**src/rtl/pcie_reset_pkg.sv**
```systemverilog
// Shared types and helpers for the PCIe AXI-domain reset sequencer.
package pcie_reset_pkg;

  typedef enum logic [1:0] {RESET, HOLD, STAGE, RUN} rst_seq_state_t;

  localparam int RESTART_CNT_W = 8;
  localparam int MAX_DOMAINS   = 8;

  // Low n bits set, upper bits clear; callers truncate to their domain count.
  function automatic logic [MAX_DOMAINS-1:0] thermo(input int n);
    logic [MAX_DOMAINS-1:0] m;
    m = '0;
    for (int i = 0; i < MAX_DOMAINS; i++)
      if (i < n) m[i] = 1'b1;
    return m;
  endfunction

endpackage

```
**src/rtl/pcie_reset_sequencer_bit_sync.sv**
```systemverilog
// Multi-flop single-bit synchroniser with synchronous active-high clear.
module bit_sync #(
  parameter int STAGES = 2
) (
  input  logic clk_i,
  input  logic rst_i,
  input  logic d_i,
  output logic q_o
);

  logic [STAGES-1:0] sync_q;

  always_ff @(posedge clk_i) begin
    if (rst_i) sync_q <= '0;
    else       sync_q <= {sync_q[STAGES-2:0], d_i};
  end

  assign q_o = sync_q[STAGES-1];

endmodule

```
**src/rtl/pcie_reset_sequencer.sv**
```systemverilog
// Qualifies MMCM lock and PERST#, holds all domains, then releases active-low
// resets in index order; link-gated domains also track PCIe link-up.
module pcie_reset_sequencer
  import pcie_reset_pkg::*;
#(
  parameter int                     NUM_DOMAINS = 3,
  parameter int                     HOLD_CYCLES = 16,
  parameter int                     STAGE_GAP   = 4,
  parameter logic [MAX_DOMAINS-1:0] LINK_GATE   = 8'b0000_0100,
  parameter int                     SYNC_STAGES = 2
) (
  input  logic                     aclk,
  input  logic                     areset,
  input  logic                     mmcm_lock,
  input  logic                     perst_n,
  input  logic                     link_up,
  output logic [NUM_DOMAINS-1:0]   rst_out_n,
  output logic                     seq_done,
  output logic [RESTART_CNT_W-1:0] restart_cnt
);

  localparam int CNT_MAX = (HOLD_CYCLES > STAGE_GAP) ? HOLD_CYCLES : STAGE_GAP;
  localparam int CW      = $clog2(CNT_MAX + 1);
  localparam int IW      = $clog2(NUM_DOMAINS + 1);

  localparam logic [CW-1:0]          HOLD_LAST = CW'(HOLD_CYCLES - 1);
  localparam logic [CW-1:0]          GAP_LAST  = CW'(STAGE_GAP - 1);
  localparam logic [IW-1:0]          IDX_LAST  = IW'(NUM_DOMAINS - 1);
  localparam logic [NUM_DOMAINS-1:0] GATE      = LINK_GATE[NUM_DOMAINS-1:0];

  rst_seq_state_t           state_q;
  logic [CW-1:0]            cnt_q;
  logic [IW-1:0]            idx_q;
  logic [NUM_DOMAINS-1:0]   rst_out_q;
  logic                     seq_done_q;
  logic [RESTART_CNT_W-1:0] restart_q;

  logic                     perst_sync;
  logic                     qualify;
  logic                     link_loss_d;
  logic [IW-1:0]            gate_idx_d;
  logic [NUM_DOMAINS-1:0]   gated_rel;
  logic [NUM_DOMAINS-1:0]   gate_sh;
  logic                     idx_link_ok;
  logic [NUM_DOMAINS-1:0]   rel_bit;
  logic [NUM_DOMAINS-1:0]   keep_mask;

  bit_sync #(.STAGES(SYNC_STAGES)) u_perst_sync (
    .clk_i (aclk),
    .rst_i (areset),
    .d_i   (perst_n),
    .q_o   (perst_sync)
  );

  assign qualify = mmcm_lock & perst_sync;

  // Only released, link-gated domains can trigger a link-loss fallback.
  assign gated_rel   = rst_out_q & GATE;
  assign link_loss_d = !link_up && (|gated_rel) &&
                       ((state_q == STAGE) || (state_q == RUN));

  always_comb begin
    gate_idx_d = '0;
    for (int j = NUM_DOMAINS - 1; j >= 0; j--)
      if (gated_rel[j]) gate_idx_d = IW'(j);
  end

  assign keep_mask   = NUM_DOMAINS'(thermo(int'(gate_idx_d)));
  assign gate_sh     = GATE >> idx_q;
  assign idx_link_ok = link_up | !gate_sh[0];
  assign rel_bit     = NUM_DOMAINS'(1) << idx_q;

  always_ff @(posedge aclk) begin
    if (areset) begin
      state_q    <= RESET;
      cnt_q      <= '0;
      idx_q      <= '0;
      rst_out_q  <= '0;
      seq_done_q <= 1'b0;
      restart_q  <= '0;
    end else if (state_q != RESET && !qualify) begin
      state_q    <= RESET;
      cnt_q      <= '0;
      idx_q      <= '0;
      rst_out_q  <= '0;
      seq_done_q <= 1'b0;
      if (restart_q != '1) restart_q <= restart_q + RESTART_CNT_W'(1);
    end else if (link_loss_d) begin
      // Drop the lowest gated domain and everything above it, then resume staging there.
      state_q    <= STAGE;
      cnt_q      <= '0;
      idx_q      <= gate_idx_d;
      rst_out_q  <= rst_out_q & keep_mask;
      seq_done_q <= 1'b0;
      if (restart_q != '1) restart_q <= restart_q + RESTART_CNT_W'(1);
    end else begin
      unique case (state_q)
        RESET: begin
          rst_out_q  <= '0;
          seq_done_q <= 1'b0;
          if (qualify) begin
            state_q <= HOLD;
            cnt_q   <= '0;
          end
        end
        HOLD: begin
          if (cnt_q != HOLD_LAST) begin
            cnt_q <= cnt_q + CW'(1);
          end else if (link_up || !GATE[0]) begin
            rst_out_q <= NUM_DOMAINS'(1);
            cnt_q     <= '0;
            idx_q     <= IW'(1);
            if (NUM_DOMAINS == 1) begin
              state_q    <= RUN;
              seq_done_q <= 1'b1;
            end else begin
              state_q <= STAGE;
            end
          end
        end
        STAGE: begin
          if (cnt_q != GAP_LAST) begin
            cnt_q <= cnt_q + CW'(1);
          end else if (idx_link_ok) begin
            rst_out_q <= rst_out_q | rel_bit;
            cnt_q     <= '0;
            idx_q     <= idx_q + IW'(1);
            if (idx_q == IDX_LAST) begin
              state_q    <= RUN;
              seq_done_q <= 1'b1;
            end
          end
        end
        RUN: ;
        default: state_q <= RESET;
      endcase
    end
  end

  assign rst_out_n   = rst_out_q;
  assign seq_done    = seq_done_q;
  assign restart_cnt = restart_q;

endmodule

```
**config.mk**
```make
export PLATFORM = sky130hd
export DESIGN_NAME = pcie_reset_sequencer
export DESIGN_NICKNAME = d
export VERILOG_FILES = /design/src/rtl/pcie_reset_pkg.sv /design/src/rtl/pcie_reset_sequencer_bit_sync.sv /design/src/rtl/pcie_reset_sequencer.sv
export SDC_FILE = /design/constraint.sdc
export NUM_CORES = 1
export LEC_CHECK = 0
export ABC_CLOCK_PERIOD_IN_PS = 2200
export BUFFER_PORTS_ARGS = -buffer_cell sky130_fd_sc_hd__buf_2
export CAP_MARGIN = 25
export CORE_MARGIN = 2
export CORE_UTILIZATION = 57
export CTS_CLUSTER_SIZE = 20
export DETAILED_ROUTE_END_ITERATION = 16
export PLACE_DENSITY = 0.78
export RECOVER_POWER = 100
export SLEW_MARGIN = 15
export SYNTH_ARGS = -nofsm -noshare
export SYNTH_HDL_FRONTEND = slang
export SYNTH_SLANG_ARGS = --single-unit
```
**constraint.sdc**
```tcl
create_clock -name aclk -period 2.2 [get_ports aclk]
set_input_delay 0.33 -clock aclk [delete_from_list [all_inputs] [get_ports aclk]]
set_output_delay 0.33 -clock aclk [all_outputs]
set_load 0.01 [all_outputs]
```
==> key figures <==
Power and ir drop
  • PD cells: 659.6 nW/um^2
  • Tot Pwr: 1.054 mW
  • Sw Share: 37.31%
  • Flop pwr share: 44.6%
  • VDD IR max: 0.0005320 V
  • Leak Pwr: 0.5387 nW
  • Internal: 0.6607 mW
  • Net Switching: 0.3932 mW
  • Logic pwr share: 37.5%
  • Clock share of power: 17.9%

Worst hold path
  • Cells on Worst Hold Path: 2
  • Worst Hold Class: in2reg
  • Min-Delay Startpoint: perst_n
  • WHS Endpoint: u_perst_sync.sync_q[0]

Timing
  • Worst slew pin tran: 0.5460 ns
  • Endpoints failing hold: 0
  • Setup-failing EPs final: 0
  • Final Skew: 0.001702 ns
  • Rel. slew slack: 63.28%
  • Final Slew Violations: 0
  • Final min period: 2.077 ns
  • Minimum hold slack: 0.2331 ns
  • Unrepaired setup endpoints after global routing: false
  • TNS Setup: 0 ns
  • Fmax achieved: 481.6 MHz
  • Final worst path period share: 94.39%

Floorplan
  • Die height: 54.81 um
  • Rows: 18
  • I/O pin count: 17
  • Die area: 3004 um^2
  • Chip width: 54.81 um
  • Initial core utilization: 59.94%
  • CORE AREA: 2455 um^2

Clock tree
  • CTS tree: yes
  • Htree depth: 1
  • Hold Buf Count CTS: 0
  • Cts repair resizes: 0
  • Worst skew pair latency: 0.30 ns
  • Sink Count: 23
  • Max Root-Sink Buffers: 2
  • Root buffer cell: clkbuf_4
  • Setup Fix Bufs, Post-CTS: 0
  • Total CTS buffers: 3
  • Clk slew on worst S/H paths: 0.12 ns

Setup path
  • FF-to-FF path depth: 7
  • Crit. Startpoint: state_q[0]
  • Crit Reg-Reg Endpoint: rst_out_n[1]
  • Crit Path Category: reg2reg
  • Setup slack, reg-to-reg: 0.12 ns
  • R2r startpoint: state_q[0]
  • Req. time, crit path: 2.41 ns
  • Max Fanout on Critical Path: 12
  • Startpoint Class: flop
  • Setup crit end kind: flop
  • CP Data Arrival Time: 2.28 ns

Route
  • DR vias: 1443
  • Wirelength per Cell: 15.40 um
  • Met2 WL: 1617 um
  • Post-Route WL: 3388 um
  • Uppermost routed layer: met4
  • Drt first pass iters: 4
  • Post-route ant nets: 0
  • Routed wl met3: 229 um
  • Iter 0 DRT Violations: 59
  • Met1 WL: 1521 um
  • Drt drc: 0
  • Drt via density: 6.559

GRT
  • Overflow after GRT: 0
  • Initial antenna violation count: 0
  • Total global-route track usage: 25.01%
  • Vias in the first global route: 1212
  • Largest net degree at the start of global routing: 15
  • First-pass GRT wire length: 5423 um

Logic synthesis
  • Xor-xnor portion of the synthesized cell area: 0%
  • Adder-cell area share of the yosys netlist: 10.20%
  • Largest family of logic cells by synthesized area: compound AO/OA/AOI/OAI gates
  • Unique masters post-synth: 47
  • Syn Area/Cell: 8.655 um^2
  • Ys Warns: 0
  • Simple-Gate Fraction of Synth Area: 24.06%
  • Ys async rst share: 0%
  • Synth Register Bits: 23
  • Synth Area in Compound Gates: 27.13%
  • Post-synth EDFFs: 0
  • Seq/Total Area, Yosys: 31.29%
  • Mux cell area share after synthesis: 2.041%
  • Mapped cell area: 1471 um^2
  • Synth Net Count: 187
  • Synthesized instance count: 170
  • Top FF cell, synth: dfxtp_1

Final layout
  • Final antenna diode count: 0
  • Commonest cells after routing, fill and taps aside: dfxtp_1, clkbuf_1, a21oi_1
  • Synth-to-Final Area Change: 8.588%
  • Commonest non-fill, non-tap cell in the layout: dfxtp_1
  • Post-layout util: 65.09%
  • Fillcell total: 231
  • Share of layout cells above drive strength 1: 10.00%
  • Final layout net count: 208

Status
  • Status: completed

Run
  • Max_cap viols: 0

Place
  • Detail Placement HPWL: 2558 um
  • Port buffer count: 16
  • Gpl congestion: 0.8818
## layout make-up
| class | instances | area (um^2) | area share (%) |
|---|---|---|---|
| inverters | 11 | 41.29 | 2.584 |
| flip-flops and latches | 23 | 460.4 | 28.82 |
| clock buffers | 4 | 26.28 | 1.644 |
| repair buffers | 21 | 97.59 | 6.108 |
| multi-input cells | 131 | 934.6 | 58.50 |
| well taps | 30 | 37.54 | 2.349 |
## worst max-delay path, stage by stage, from the launching register on
cell and delay [ns]:
dfxtp_1 0.44, inv_1 0.09, ha_1 0.29, buf_4 0.21
nor3_1 0.43, a32oi_4 0.13, o21a_1 0.17, a32o_2 0.23
## cell usage after synthesis, types with 2 or more instances
cell | count | area (um^2)
o31ai_1 | 5 | 37.54
or4_1 | 4 | 30.03
o21ai_0 | 10 | 50.05
ha_1 | 12 | 150.1
o211ai_1 | 2 | 15.01
nor2b_1 | 2 | 12.51
a31oi_1 | 3 | 18.77
mux2i_1 | 3 | 30.03
or3_1 | 2 | 12.51
nand2_1 | 12 | 45.04
and4_1 | 2 | 17.52
nor2_1 | 8 | 30.03
dfxtp_1 | 23 | 460.4
nand4b_1 | 2 | 17.52
nand2b_1 | 3 | 18.77
nand3_1 | 11 | 55.05
clkbuf_1 | 3 | 11.26
a211oi_1 | 3 | 22.52
o2111ai_1 | 3 | 26.28
inv_1 | 11 | 41.29
and2b_2 | 2 | 17.52
a21oi_1 | 13 | 65.06
a41oi_1 | 2 | 17.52
nand4_1 | 2 | 12.51
nand3b_1 | 3 | 22.52
nor3_1 | 2 | 10.01
o21a_1 | 2 | 15.01
## stage by stage
stage / worst slack, ns / instances / cell area [um^2]
3_5_place_dp: 0.1471 / 216 / 1590
4_1_cts: 0.1332 / 220 / 1617
6_report: 0.1234 / 220 / 1598
3_3_place_gp: 0.2360 / 216 / 1590
5_1_grt: 0.01865 / 220 / 1598
2_1_floorplan: 0.3519 / 170 / 1471
## registers in the layout, summed over array words and instances, names as in the netlist
name and cells:
cnt_q 5, idx_q 2, restart_cnt 8, rst_out_n 3
seq_done 1, state_q 2, u_perst_sync.sync_q 2
## logic make-up (layout without fill, tap and decap cells)
group	after synthesis	after routing
AND/OR/NAND/NOR	61	61
AO/OA/AOI/OAI	55	55
buffers and inverters	16	36
flip-flops	23	23
multiplexers	3	3
adder cells (fa/ha/maj)	12	12
## worst max-delay path by stage
stage	slack, ns	cells after the start	to
after global routing	0.02	7	rst_out_n[2]
after floorplan	0.35	8	rst_out_n[1]
final	0.12	7	rst_out_n[1]
after global placement	0.24	8	rst_out_n[1]
after CTS	0.13	8	rst_out_n[1]
after detailed placement	0.15	8	rst_out_n[1]
## power by group through the flow
| stage | Sequential, mW | Clock, mW | Combinational (mW) |
|---|---|---|---|
| 2_1_floorplan | 0.480 | 0 | 0.288 |
| 3_3_place_gp | 0.475 | 0 | 0.381 |
| 3_5_place_dp | 0.477 | 0 | 0.392 |
| 4_1_cts | 0.468 | 0.199 | 0.395 |
| 5_1_grt | 0.475 | 0.211 | 0.430 |
| 6_report | 0.470 | 0.189 | 0.395 |
## metal layers
layer  vias up  track usage, %
met4         0           9.583
met3         2           4.372
met1       694           34.00
met2        64           39.09
li1        683               -
met5         -               0
Power figures use the tool's default switching activity.
